<file path="src/rtl/cp0_op_queue.sv">
// cp0_op_queue: in-order MFC0/MTC0 buffer between decode and the CP0 file.
// Pending MTC0 sources resolve by CDB snoop; issue waits for the ROB head.
module cp0_op_queue #(
  parameter int DEPTH      = 4,
  parameter int ADDR_WIDTH = 8,
  parameter int DATA_WIDTH = 32,
  parameter int RSID_WIDTH = 4,
  parameter int ROB_WIDTH  = 4
) (
  input  logic                  clk,
  input  logic                  rst,
  input  logic                  flush,
  input  logic                  in_valid,
  output logic                  in_ready,
  input  logic [ADDR_WIDTH-1:0] in_cp0_addr,
  input  logic                  in_read_flag,
  input  logic                  in_write_flag,
  input  logic                  in_write_is_rsid,
  input  logic [DATA_WIDTH-1:0] in_write_data,
  input  logic [ROB_WIDTH-1:0]  in_rob_id,
  input  logic                  cdb_valid,
  input  logic [RSID_WIDTH-1:0] cdb_rsid,
  input  logic [DATA_WIDTH-1:0] cdb_data,
  input  logic                  commit_valid,
  input  logic [ROB_WIDTH-1:0]  commit_rob_id,
  output logic                  cp0_read_en,
  output logic [ADDR_WIDTH-1:0] cp0_read_addr,
  input  logic [DATA_WIDTH-1:0] cp0_read_data,
  output logic                  cp0_write_en,
  output logic [ADDR_WIDTH-1:0] cp0_write_addr,
  output logic [DATA_WIDTH-1:0] cp0_write_data,
  output logic                  res_valid,
  output logic [ROB_WIDTH-1:0]  res_rob_id,
  output logic [DATA_WIDTH-1:0] res_data,
  input  logic                  res_ready
);

  localparam int PW = $clog2(DEPTH);
  localparam logic [PW:0] FULL = (PW+1)'(DEPTH);

  typedef struct packed {
    logic                  valid;
    logic                  is_write;
    logic [ADDR_WIDTH-1:0] addr;
    logic [ROB_WIDTH-1:0]  rob_id;
    logic                  waiting;
    logic [DATA_WIDTH-1:0] data;
  } entry_t;

  entry_t                r_q [DEPTH];
  logic [PW-1:0]         r_head;
  logic [PW-1:0]         r_tail;
  logic [PW:0]           r_count;
  logic                  r_res_valid;
  logic [ROB_WIDTH-1:0]  r_res_rob;
  logic [DATA_WIDTH-1:0] r_res_data;

  entry_t w_head;
  entry_t w_new;
  logic   w_kill;
  logic   w_acc;
  logic   w_alloc;
  logic   w_fire;

  assign w_kill   = rst | flush;
  assign in_ready = (r_count != FULL);
  assign w_acc    = in_valid & in_ready & ~w_kill;
  assign w_alloc  = w_acc & (in_read_flag | in_write_flag);
  assign w_head   = r_q[r_head];

  assign w_fire = w_head.valid & ~w_head.waiting & commit_valid &
                  (commit_rob_id == w_head.rob_id) &
                  (~r_res_valid | res_ready) & ~w_kill;

  // A source broadcast in the enqueue cycle is captured directly.
  always_comb begin
    w_new          = '0;
    w_new.valid    = 1'b1;
    w_new.is_write = in_write_flag;
    w_new.addr     = in_cp0_addr;
    w_new.rob_id   = in_rob_id;
    w_new.data     = in_write_data;
    w_new.waiting  = in_write_flag & in_write_is_rsid;
    if (w_new.waiting && cdb_valid &&
        in_write_data[RSID_WIDTH-1:0] == cdb_rsid) begin
      w_new.waiting = 1'b0;
      w_new.data    = cdb_data;
    end
  end

  always_ff @(posedge clk) begin
    if (w_kill) begin
      for (int i = 0; i < DEPTH; i++) r_q[i] <= '0;
      r_head  <= '0;
      r_tail  <= '0;
      r_count <= '0;
    end else begin
      for (int i = 0; i < DEPTH; i++) begin
        if (r_q[i].valid && r_q[i].waiting && cdb_valid &&
            r_q[i].data[RSID_WIDTH-1:0] == cdb_rsid) begin
          r_q[i].data    <= cdb_data;
          r_q[i].waiting <= 1'b0;
        end
      end
      if (w_fire) begin
        r_q[r_head].valid <= 1'b0;
        r_head            <= r_head + PW'(1);
      end
      if (w_alloc) begin
        r_q[r_tail] <= w_new;
        r_tail      <= r_tail + PW'(1);
      end
      case ({w_alloc, w_fire})
        2'b10:   r_count <= r_count + (PW+1)'(1);
        2'b01:   r_count <= r_count - (PW+1)'(1);
        default: r_count <= r_count;
      endcase
    end
  end

  always_comb begin
    cp0_read_en    = 1'b0;
    cp0_read_addr  = '0;
    cp0_write_en   = 1'b0;
    cp0_write_addr = '0;
    cp0_write_data = '0;
    if (w_fire) begin
      if (w_head.is_write) begin
        cp0_write_en   = 1'b1;
        cp0_write_addr = w_head.addr;
        cp0_write_data = w_head.data;
      end else begin
        cp0_read_en   = 1'b1;
        cp0_read_addr = w_head.addr;
      end
    end
  end

  always_ff @(posedge clk) begin
    if (w_kill) begin
      r_res_valid <= 1'b0;
      r_res_rob   <= '0;
      r_res_data  <= '0;
    end else if (w_fire) begin
      r_res_valid <= 1'b1;
      r_res_rob   <= w_head.rob_id;
      r_res_data  <= w_head.is_write ? '0 : cp0_read_data;
    end else if (res_ready) begin
      r_res_valid <= 1'b0;
    end
  end

  assign res_valid  = r_res_valid;
  assign res_rob_id = r_res_rob;
  assign res_data   = r_res_data;

endmodule

</file>
<file path="config.mk">
export PLATFORM = sky130hd
export DESIGN_NAME = cp0_op_queue
export DESIGN_NICKNAME = d
export VERILOG_FILES = /design/src/rtl/cp0_op_queue.sv
export SDC_FILE = /design/constraint.sdc
export NUM_CORES = 1
export LEC_CHECK = 0
export ABC_AREA = 1
export ABC_CLOCK_PERIOD_IN_PS = 2500
export CAP_MARGIN = 20
export CORE_MARGIN = 5
export CORE_UTILIZATION = 35
export CTS_BUF_LIST = sky130_fd_sc_hd__clkbuf_2 sky130_fd_sc_hd__clkbuf_4 sky130_fd_sc_hd__clkbuf_8
export DETAILED_ROUTE_END_ITERATION = 6
export HOLD_SLACK_MARGIN = 0.03
export PLACE_DENSITY = 0.65
export SETUP_SLACK_MARGIN = 0.1
export SLEW_MARGIN = 15
export SYNTH_ARGS = -nofsm -noshare
export SYNTH_HDL_FRONTEND = slang
export SYNTH_SLANG_ARGS = --single-unit
</file>
<file path="constraint.sdc">
create_clock -name clk -period 2.5 [get_ports clk]
set_input_delay 0.5 -clock clk [delete_from_list [all_inputs] [get_ports clk]]
set_output_delay 0.5 -clock clk [all_outputs]
set_load 0.01 [all_outputs]
</file>
; Yosys cells after proc, flatten, opt, wreduce, memory -nomap -nowiden
; Memory sizes are Yosys's and may differ from the RTL's. A register that Yosys moved wholly into a read port is not among the register bits.
; Cells that the tools add are included.
[op_classes]
addsub = 4
n_eq_ne = 9
n_mux = 45
n_bitwise = 23
reduce_logical = 16
[op_table]
columns = cell, count
row1 = $mux 32, 7
row2 = $mux 33, 1
row3 = $mux 8, 4
row4 = $mux 1, 30
row5 = $eq 4x4->1, 6
row6 = $logic_and 1x1->1, 14
row7 = $or 1x1->1, 11
row8 = $and 1x1->1, 9
row9 = $pmux 3 s2, 1
row10 = $add 2x1->2 const B, 2
row11 = $mux 2, 2
row12 = $reduce_bool 2->1, 2
row13 = $add 3x1->3 const B, 1
row14 = $ne 3x3->1 const B, 1
row15 = $not 1->1, 3
row16 = $sub 3x1->3 const B, 1
row17 = $eq 2x1->1 const B, 1
row18 = $eq 2x2->1 const B, 1
[totals]
ff_bits = 44
ram_bits = 188
wordCells = 104
mem_count = 1
[mem_list]
columns = name, depth, word_bits, read_ports, rd_ports_with_merged_regs, write_ports, line_no
row1 = r_q, 4, 47, 5, 1, 6, 50  ; entry_t r_q [DEPTH];

; Logic depth before layout (Yosys ltp)
; Gate-level depths: netlist (run 1).
[logic_depth]
word_depth = 9
ltp_mapped = 18
mapped_depth_nobuf = 16

; Least setup slack after synthesis (run 1)
; Ideal clock, no wire load.
[synth_path]
path_type = input -> register
start = in in_write_flag
end = mem r_q[3][0] (netlist bit), enable pin
setup_time_ns = 0.570
arrival_ns = 2.108
required_ns = 1.930
path_slack_ns = -0.178
stages = 6
n_path_buf = 1
cell_sequence = o21a_1 > nand3_2 > inv_1 > nand2_1 > clkbuf_1 > nand3_1
[synth_lines]
columns = element, line_no
row1 = from (decl), 17  ; input logic in_write_flag,
row2 = to (decl), 50

==> metrics.md, run 1 <==
| Metric | Value |
|---|---|
| CTS tree | built |
| Sequential share of the synthesized area | 0.545 |
| Post-synth top area share | 0.461 |
| Gr ovfl total | 0 |
| CTS sink count | around 230 |
| Drt wl/cell | ~18 um |
| Clock root buffer | clkbuf_8 |
| Netlist Area Pre-Place | ~12000 um^2 |
| EDFF count, synth | ~180 |
| Gate Count Post-Synth | approximately 1400 |
| Pin count of the biggest net entering global routing | 54 |
| Count leader, synth | nor2_1 |
| Fin cells | between 2000 and 2500 |
| CTS max path bufs | 3 |
| Die W | between 150 and 200 um |
| Yosys cell types | 36 |
| Slew @ Worst Pin | ~0.56 ns |
| Core ar. | 33700 um^2 |
| Total Routed Length | 40.0 mm |
| Die area | 38000 um^2 |
| R2R Path End | r_count[1]$_SDFFE_PP0P_ |
| Met2 GRT Util | 0.347 |
| Worst path depth | 12 |
| Placed cell areas | 15500 um^2 |
| Hold Path Class | reg -> reg |
| FP Rows | 67 |
| Pre-CTS worst setup slack | -0.602 ns |
| Endpoint class of the critical path | primary output |
| Crit-path max FO | 7 |
| Placer Congestion | between 0.8 and 0.9 |
| Slowest-stage cell, CP | dfxtp_4 |
| RSZ-0062 raised after global routing | yes |
| Primary FF master, synth | edfxtp_1 |
| Relative slew margins | 0.627 |
| Post-layout min period | ~3 ns |
| TritonCTS Buffers | 41 |
| Final Hold Slack | around 0.46 ns |
| Final TNS setup | -17.59 ns |
| DR vias/cell | between 5 and 6 |
| Post-DP HPWL | 26.0 mm |
| Syn Area/Cell | around 8.5 um^2 |
| Initial core utilization | 0.356 |
| CP peak stage delay | about 0.43 ns |
| Residual DRC | 0 |
| Reg2reg setup slack | -0.06 ns |
| CTS Hold Buffers Added | 0 |
| # setup viols final | 52 |
| # IOs | around 210 |
| Req. time, crit path | roughly 2 ns |
| CP Cell Sequence | buf_12 -> nand2_2 -> nand3_2 -> nand2_2 -> a21oi_4 -> nand3_4 -> nor2_8 -> nand2_8 -> buf_12 -> buf_16 -> a21oi_4 -> buf_6 |
| Synth cell count leaders | nor2_1 (249), o21ai_0 (235), edfxtp_1 (184), nand2_1 (179), nand3_1 (155) |
| # nets final | 1844 |
| Initial antenna violation count | 4 |
| Met3 GRT Util | 0.0367 |
| Vias in the first global route | 11300 |
| DR pass1 iterations | 5 |
| Vias | 11100 |
| Yosys Warn Count | 0 |
| CP bufs+invs | 4 |
| Leakage | around 6.7 nW |
| Largest cells by area after synthesis | edfxtp_1 (46%), o21ai_0 (9.8%), dfxtp_1 (8.4%) |
| Max Clk Rate | around 340 MHz |
| Buffers added on ports | about 210 |
| Layout Utilization | 0.495 |
| Design area | approximately 17000 um^2 |
| Tot GR Track Use | 0.198 |
| Skew final | approximately 0.027 ns |
| IR drop worst, VDD | between 300 and 400 uV |
| Failing checks | negative setup slack |
| #FFs+latches synth | about 230 |
| Clock Pin Slew Worst Setup and Hold Paths | approximately 0.06 ns |
| Gate family responsible for the most delay along the worst path | buffers and inverters |
| Initial drt markers | 855 |
| Die height | 195 um |
| Status | finished, violations left |
| Critical path destination | cp0_write_data[28] |
| First-pass GRT wire length | 60.8 mm |
| Post-DRT Antenna Nets | 0 |
| Final period util | 1.19 |
| Async S/R FF share, synth | 0 |
| Met1 usage | 0.242 |
| Worst EP arrival | approximately 2.5 ns |
| PnR worst setup slack | -0.468 ns |
| GRT busiest layer | met2 |
| Syn_nets | roughly 1600 |
| MaxCap Viol Count | 0 |
| Fillers | 3134 |
| Slew Limit Fails | 0 |
| DP Cell Count | around 2100 |
| Final Hold Fails | 0 |
| Layout cells sized above 1 | 0.208 |
| Total power density per cell area | between 500 and 600 nW/um^2 |
| Critical path class | reg -> out |
| Critical path launch point type | register |
| R2R depth | 15 |
| Area growth syn-to-layout | 39.3% |
| Worst skew pair latency | approximately 0.55 ns |
| Power Total | 8.68 mW |
| H-tree depth | 2 |
| Synth area leader | edfxtp_1 |
[worst min-delay path, cell delays in order, from the launching register on]
cell     delay (ns)
dfxtp_1        0.30
nand2_1        0.06
a21oi_1        0.05
[cells by family after synthesis]
| family | count (synthesis) | share of synthesized area |
|---|---|---|
| flops | 234 | 0.545 |
| xor+xnor | 15 | 0.0110 |
| simple gates | 605 | 0.213 |
| compound gates | 335 | 0.147 |
| buf+inv | 216 | 0.0731 |
| fa+ha+maj | 10 | 0.0111 |
[placed cells by master (no fill, tap or decap), drive strengths merged]
master,synthesis,layout
ha,9,9
a21oi,88,88
nand2,181,181
clkdlybuf4s50,0,163
nand4,3,3
dfxtp,50,50
a32o,8,8
inv,114,115
o21a,1,1
bufinv,0,1
nand3,158,158
clkinvlp,0,2
o21ai,236,236
nand3b,2,2
o22ai,1,1
clkinv,0,12
nor2,252,252
edfxtp,184,184
nor3,3,3
xor2,9,9
diode,0,1
clkbuf,65,58
xnor2,6,6
buf,37,187
o211ai,1,1
fa,1,1
nor4,2,2
or2,4,4
[how the worst min path moves through the flow]
stage / startpoint / slack (ns) / to / cells after the start
2_1_floorplan: r_count[2]$_SDFFE_PP0P_ / 0.44 / r_count[2]$_SDFFE_PP0P_ / 2
3_3_place_gp: res_data[7]$_SDFFE_PP0P_ / 0.45 / res_data[7]$_SDFFE_PP0P_ / 2
5_1_grt: res_data[4]$_SDFFE_PP0P_ / 0.48 / res_data[4]$_SDFFE_PP0P_ / 2
4_1_cts: res_data[4]$_SDFFE_PP0P_ / 0.46 / res_data[4]$_SDFFE_PP0P_ / 2
6_report: res_data[16]$_SDFFE_PP0P_ / 0.46 / res_data[16]$_SDFFE_PP0P_ / 2
3_5_place_dp: res_data[4]$_SDFFE_PP0P_ / 0.45 / res_data[4]$_SDFFE_PP0P_ / 2
[what timing repair did]
item,4_1_cts,5_1_grt
pin swaps,2,20
endpoints found under the setup margin,52,58
endpoints found under the hold margin,0,0
resized for setup,212,83
cloned,3,3
buffers inserted,10,6
[power by group]
part           internal, mW  switching, mW  leakage, nW
logic                 0.377          0.427         3.82
registers              4.33         0.0441         2.46
clock network          1.90           1.59        0.426
[routing by layer]
metal  share of wire  routed length [um]  vias to the layer above
met5         0.00070                  28                        -
met1            0.40               16100                     5241
met4           0.037                1480                        6
met2            0.50               20000                      424
li1                -                   -                     5385
met3           0.062                2480                       90
[area by class of cell]
class / instances / area (um^2) / area share
antenna: 1 / 2.50 / 0.000150
clock inverter: 16 / 113 / 0.00674
timing repair buffer: 352 / 3410 / 0.204
sequential: 234 / 6530 / 0.391
multi-input combinational: 965 / 4950 / 0.297
inverter: 114 / 440 / 0.0264
tap: 448 / 561 / 0.0336
clock buffer: 56 / 689 / 0.0413
[flip-flops by register name (all words and copies together), names as in the netlist, named ones only]
register,count
r_head,2
res_rob_id,4
res_valid,1
res_data,32
r_tail,2
r_count,3
r_q,188
Note: power is estimated with default switching activity, not from simulation.
==> inputs of run 2 (changes only) <==
- CORE_ASPECT_RATIO: unset -> 1.5
==> run 2 against run 1 <==
Net effect:
- hold slack improved by 0.0016 ns
- critical endpoint is now cp0_write_addr[1]
- the flow still finishes with violations (negative setup slack)
- clock power up 3%
- highest routed layer is now met4
- die area increased by 0.20%
==> metrics.md, run 2 (synthesis results as in run 1) <==
| Metric | Value |
|---|---|
| Fin cells | 2150 (-1.6%) |
| Worst skew pair latency | 0.55 ns (about the same) |
| Initial drt markers | 804 (-6.0%) |
| Hold Path Class | reg -> reg |
| PnR worst setup slack | -0.384 ns (+0.0840 ns) |
| TritonCTS Buffers | 39 (-4.9%) |
| DR vias/cell | 5.16 (+1.2%) |
| CTS sink count | 234 (unchanged) |
| Relative slew margins | 0.585 (-0.0420) |
| Fillers | 3178 (+1.4%) |
| Residual DRC | 0 (unchanged) |
| Endpoint class of the critical path | primary output |
| Leakage | 6.61 nW (-1.3%) |
| Critical path class | reg -> out |
| Slew @ Worst Pin | 0.622 ns (+0.0631 ns) |
| CTS Hold Buffers Added | 0 (unchanged) |
| Buffers added on ports | 213 (unchanged) |
| Post-layout min period | 2.88 ns (-0.0840 ns) |
| Largest Register | r_q |
| Core ar. | 34100 um^2 (+1.1%) |
| Clock Pin Slew Worst Setup and Hold Paths | 0.06 ns (about the same) |
| Layout cells sized above 1 | 0.187 (-0.0209) |
| Req. time, crit path | 2.00 ns (about the same) |
| # nets final | 1831 (-0.70%) |
| Die area | 38100 um^2 (+0.20%) |
| Final period util | 1.15 (-0.0336) |
| Tot GR Track Use | 0.199 (+0.00103) |
| FP Rows | 83 (+24%) |
| Initial antenna violation count | 2 (-2) |
| Area growth syn-to-layout | 37.1% |
| Skew final | 0.0192 ns (-0.00798 ns) |
| Commonest non-fill, non-tap cell in the layout | nor2_1 |
| Design area | 16400 um^2 (-1.6%) |
| MaxCap Viol Count | 0 (unchanged) |
| Total Routed Length | 38.8 mm (-2.9%) |
| Power Total | 8.77 mW (+1.0%) |
| Drt wl/cell | 18.1 um (-1.3%) |
| CTS max path bufs | 3 (unchanged) |
| # IOs | 214 (unchanged) |
| Initial core utilization | 0.352 (-0.00379) |
| Layout Utilization | 0.482 (-0.0130) |
| Vias in the first global route | 11300 (-0.089%) |
| Max reg flops | 188 (unchanged) |
| # setup viols final | 52 (unchanged) |
| Post-DP HPWL | 25.8 mm (-0.61%) |
| Die W | 161 um (-17%) |
| RSZ-0062 raised after global routing | yes |
| CP peak stage delay | 0.38 ns (-0.05 ns) |
| Final Hold Fails | 0 (unchanged) |
| Max Clk Rate | 347 MHz (+2.9%) |
| Vias | 11100 (-0.43%) |
| CP Cell Sequence | buf_6 -> nand2_1 -> nand3_2 -> nand2_1 -> nand2_1 -> nand2_2 -> nand3_4 -> nor2_8 -> nand2_8 -> buf_6 -> buf_16 -> nor2_1 -> buf_2 |
| Slew Limit Fails | 0 (unchanged) |
| IR drop worst, VDD | 345 uV (+14%) |
| Total power density per cell area | 533 nW/um^2 (+2.6%) |
| Clock root buffer | clkbuf_8 |
| H-tree depth | 2 (unchanged) |
| Placed cell areas | 15400 um^2 (-0.33%) |
| Critical path launch point type | register |
| Slowest-stage cell, CP | dfxtp_4 |
| CP dominant cell by count | nand2_1 |
| DP Cell Count | 2067 (-1.1%) |
| Gr ovfl total | 0 (unchanged) |
| Placer Congestion | 0.830 (-3.7%) |
| Crit-path max FO | 6 (-1) |
| Pin count of the biggest net entering global routing | 48 (-11%) |
| Die height | 237 um (+21%) |
| First-pass GRT wire length | 60.3 mm (-0.90%) |
| Status | finished, violations left |
| CTS tree | built |
| Failing checks | negative setup slack |
| Worst EP arrival | 2.38 ns (-0.09 ns) |
| Most frequent cells in the layout | nor2_1 (244), o21ai_0 (233), edfxtp_1 (184) |
| Post-DRT Antenna Nets | 0 (unchanged) |
| DR pass1 iterations | 5 (unchanged) |
==> run 2: cell types whose count changed in the layout (fill, tap and decap cells not counted), sizes merged <==
cell,before,now
buf,187,170
clkbuf,58,54
clkdlybuf4s15,0,4
dlygate4sd2,0,4
bufinv,1,3
clkinvlp,2,0
diode,1,2
inv,115,114
==> run 2: what timing repair did <==
action	4_1_cts	5_1_grt
pin swaps	17	9
setup buffers	8	1
resized for setup	240	10
cloned	3	0
endpoints found under the setup margin	52	53
==> run 2: worst paths after layout <==
kind | from | to | slack (ns) | depth (start not counted)
worst max-delay path | register | cp0_write_addr[1] | -0.38 | 13
worst min-delay path | res_data[24]$_SDFFE_PP0P_ | res_data[24]$_SDFFE_PP0P_ | 0.46 | 2
worst max register to register | register | r_count[2]$_SDFFE_PP0P_ | -0.03 | 17
worst min register to register | res_data[24]$_SDFFE_PP0P_ | res_data[24]$_SDFFE_PP0P_ | 0.46 | 2
==> run 2: routing by layer <==
metal	GRT usage	wire length [um]	vias up
met5	0	0	-
met4	0.0830	1180	0
met3	0.0287	2200	79
met2	0.373	20800	406
met1	0.224	14600	5254
li1	-	-	5359
==> run 2: final cells by class <==
cell class	count	area [um^2]	share of cell area
clock buffer	54	674	0.0410
clock inverter	15	141	0.00860
timing repair buffer	341	3270	0.199
antenna	2	5.00	0.000305
multi-input combinational	965	4840	0.294
inverter	114	440	0.0268
sequential	234	6530	0.397
tap	425	532	0.0324
==> run 2: critical path, delay by kind of cell (launching register included) <==
kind | cells | cell delay, ns
AND/OR/NAND/NOR | 9 | 0.89
buffers and inverters | 4 | 0.57
flip-flops | 1 | 0.38
==> run 2: metrics by stage <==
stage / hold WS, ns / TNS (ns) / setup WS, ns
final: 0.458 / -15.13 / -0.384
after global routing: 0.481 / -22.62 / -0.526
after CTS: 0.462 / -15.42 / -0.381
after detailed placement: 0.452 / -67.56 / -0.674
after global placement: 0.447 / -59.29 / -0.634
after floorplan: 0.439 / 0 / 0.0892
==> run 2: power breakdown <==
part           switching, mW  internal (mW)  total [mW]
registers             0.0427           4.33        4.37
clock network           1.55           2.05        3.60
logic                  0.424          0.367       0.791
total                   2.02           6.75        8.77
==> inputs of run 3 (changes only) <==
- CTS_BUF_LIST: sky130_fd_sc_hd__clkbuf_2 sky130_fd_sc_hd__clkbuf_4 sky130_fd_sc_hd__clkbuf_8 -> sky130_fd_sc_hd__clkbuf_16
==> run 3 against run 2 <==
Net effect:
- the run still ends with negative setup slack left
- die area did not move
- combinational power rose by 6.6%
- setup slack improved by 0.055 ns
- wire length rose by 2.3%
- utilization rose by 1.2 points
- register-to-register slack got worse by 0.27 ns
- clock skew fell by 0.0088 ns
- sequential power barely moved
- fmax rose by 1.9%
- hold slack improved by 0.0023 ns
- largest power group unchanged
- clock power fell by 2%
==> metrics.md, run 3 (synthesis results as in run 1) <==
| Metric | Value |
|---|---|
| Commonest non-fill, non-tap cell in the layout | o21ai_0 |
| Area growth syn-to-layout | 40.5% |
| Buffers added on ports | 213 (unchanged) |
| TritonCTS Buffers | 24 (-38%) |
| # nets final | 1860 (+1.6%) |
| Power Total | 8.74 mW (-0.32%) |
| Worst skew pair latency | 0.53 ns (-0.02 ns) |
| Largest Register | r_q |
| Gr ovfl total | 0 (unchanged) |
| Fillers | 3117 (-1.9%) |
| Max reg flops | 188 (unchanged) |
| MaxCap Viol Count | 0 (unchanged) |
| Hold Path Class | reg -> reg |
| CTS tree | built |
| Leakage | 6.80 nW (+2.8%) |
| RSZ-0062 raised after global routing | yes |
| Skew final | 0.0104 ns (-0.00882 ns) |
| DR pass1 iterations | 5 (unchanged) |
| Initial antenna violation count | 1 (-1) |
| Slew Limit Fails | 0 (unchanged) |
| Total power density per cell area | 519 nW/um^2 (-2.7%) |
| # setup viols final | 53 (+1.9%) |
| Worst EP arrival | 2.33 ns (-0.05 ns) |
| Max Clk Rate | 353 MHz (+1.9%) |
| Initial drt markers | 801 (-0.37%) |
| FP Rows | 83 (unchanged) |
| Status | finished, violations left |
| CTS max path bufs | 3 (unchanged) |
| Most frequent cells in the layout | o21ai_0 (233), nor2_1 (231), edfxtp_1 (184) |
| Endpoint class of the critical path | primary output |
| Clock Pin Slew Worst Setup and Hold Paths | 0.06 ns (about the same) |
| Vias in the first global route | 11400 (+0.86%) |
| CP dominant cell by count | nand2_1 |
| IR drop worst, VDD | 519 uV (+50%) |
| Die area | 38100 um^2 (unchanged) |
| Final Hold Fails | 0 (unchanged) |
| PnR worst setup slack | -0.329 ns (+0.0545 ns) |
| Critical path class | reg -> out |
| Drt wl/cell | 18.3 um (+1.6%) |
| First-pass GRT wire length | 61.1 mm (+1.4%) |
| CTS sink count | 234 (unchanged) |
| Tot GR Track Use | 0.201 (+0.00176) |
| Critical path launch point type | register |
| Total Routed Length | 39.7 mm (+2.3%) |
| Post-DRT Antenna Nets | 0 (unchanged) |
| Crit-path max FO | 8 (+2) |
| Residual DRC | 0 (unchanged) |
| Clock root buffer | clkbuf_16 |
| Placer Congestion | 0.830 (unchanged) |
| CP peak stage delay | 0.41 ns (+0.03 ns) |
| Die W | 161 um (unchanged) |
| H-tree depth | 1 (-1) |
| Req. time, crit path | 2.00 ns (about the same) |
| DR vias/cell | 5.15 (-0.31%) |
| Core ar. | 34100 um^2 (unchanged) |
| Post-layout min period | 2.83 ns (-0.0545 ns) |
| Final Hold Slack | 0.461 ns (+0.00229 ns) |
| Slowest-stage cell, CP | dfxtp_4 |
| # IOs | 214 (unchanged) |
| CP Cell Sequence | buf_6 -> nand2_1 -> nand3_2 -> nand2_1 -> nand2_1 -> nand2_2 -> inv_2 -> nand2_4 -> nor2_8 -> nand2_8 -> clkbuf_16 -> a21oi_2 -> buf_2 |
| Final TNS setup | -13.71 ns (+1.42 ns) |
| Layout cells sized above 1 | 0.209 (+0.0223) |
| Vias | 11100 (+0.43%) |
| Initial core utilization | 0.352 (unchanged) |
| Failing checks | negative setup slack |
| Post-DP HPWL | 25.8 mm (unchanged) |
| Relative slew margins | 0.583 (-0.00239) |
| Pin count of the biggest net entering global routing | 48 (unchanged) |
| Die height | 237 um (unchanged) |
| Slew @ Worst Pin | 0.626 ns (+0.00359 ns) |
| Final period util | 1.13 (-0.0218) |
## run 3: cell count changes in the layout (fill, tap and decap cells not counted), moves of 6 or more
cell,change
clkbuf_16,+26
nand2_1,-6
clkbuf_4,-11
buf_6,+7
nor2_1,-13
nor2_2,+12
clkbuf_8,-43
buf_4,+39
## run 3: worst paths after layout
path / cells past startpoint / startpoint / slack, ns / to
setup reg to reg: 20 / register / -0.30 / res_rob_id[3]$_SDFFE_PP0P_
hold / removal: 2 / res_data[24]$_SDFFE_PP0P_ / 0.46 / res_data[24]$_SDFFE_PP0P_
setup / recovery: 13 / register / -0.33 / cp0_write_data[0]
hold reg to reg: 2 / res_data[24]$_SDFFE_PP0P_ / 0.46 / res_data[24]$_SDFFE_PP0P_
## run 3: what timing repair did
item                       4_1_cts  5_1_grt
gates cloned                     2        1
setup endpoints to repair       52       54
hold buffers                     0        0
pin swaps                        8       12
setup buffers                   50        5
gates resized for setup        257       55
## run 3: routing by layer
layer | part of all wire | GRT usage
met1 | 0.37 | 0.226
met2 | 0.54 | 0.381
met3 | 0.055 | 0.0221
met4 | 0.037 | 0.0846
met5 | 0 | 0
## run 3: power breakdown
| group | internal [mW] | switching [mW] | leakage, nW |
|---|---|---|---|
| clock | 2.01 | 1.51 | 0.375 |
| sequential | 4.33 | 0.0441 | 2.46 |
| combinational | 0.402 | 0.441 | 3.96 |
## run 3: area by class of cell
class | instances | area, um^2 | share of cell area
antenna | 1 | 2.50 | 0.000149
clock buffer | 25 | 626 | 0.0372
clock inverter | 17 | 135 | 0.00803
inverter | 114 | 448 | 0.0266
multi-input combinational | 965 | 4950 | 0.294
sequential | 234 | 6530 | 0.388
tap | 425 | 532 | 0.0316
timing repair buffer | 385 | 3610 | 0.214
## run 3: critical path: cells and delay by family, from the launching register on
| family | cells | cell delay, ns |
|---|---|---|
| and+or+nand+nor | 8 | 0.72 |
| AOI/OAI and AO/OA | 1 | 0.11 |
| DFF | 1 | 0.41 |
| buffers and inverters | 4 | 0.56 |
## run 3: metrics by stage
| step | util | area (um^2) | worst slack, ns | instances |
|---|---|---|---|---|
| final | 0.494 | 16800 | -0.329 | 2166 |
| after global routing | 0.494 | 16800 | -0.442 | 2166 |
| after CTS | 0.488 | 16600 | -0.310 | 2161 |
| after detailed placement | 0.453 | 15400 | -0.674 | 2067 |
| after global placement | 0.453 | 15400 | -0.634 | 2067 |
| after floorplan | - | 12000 | 0.0892 | 1415 |
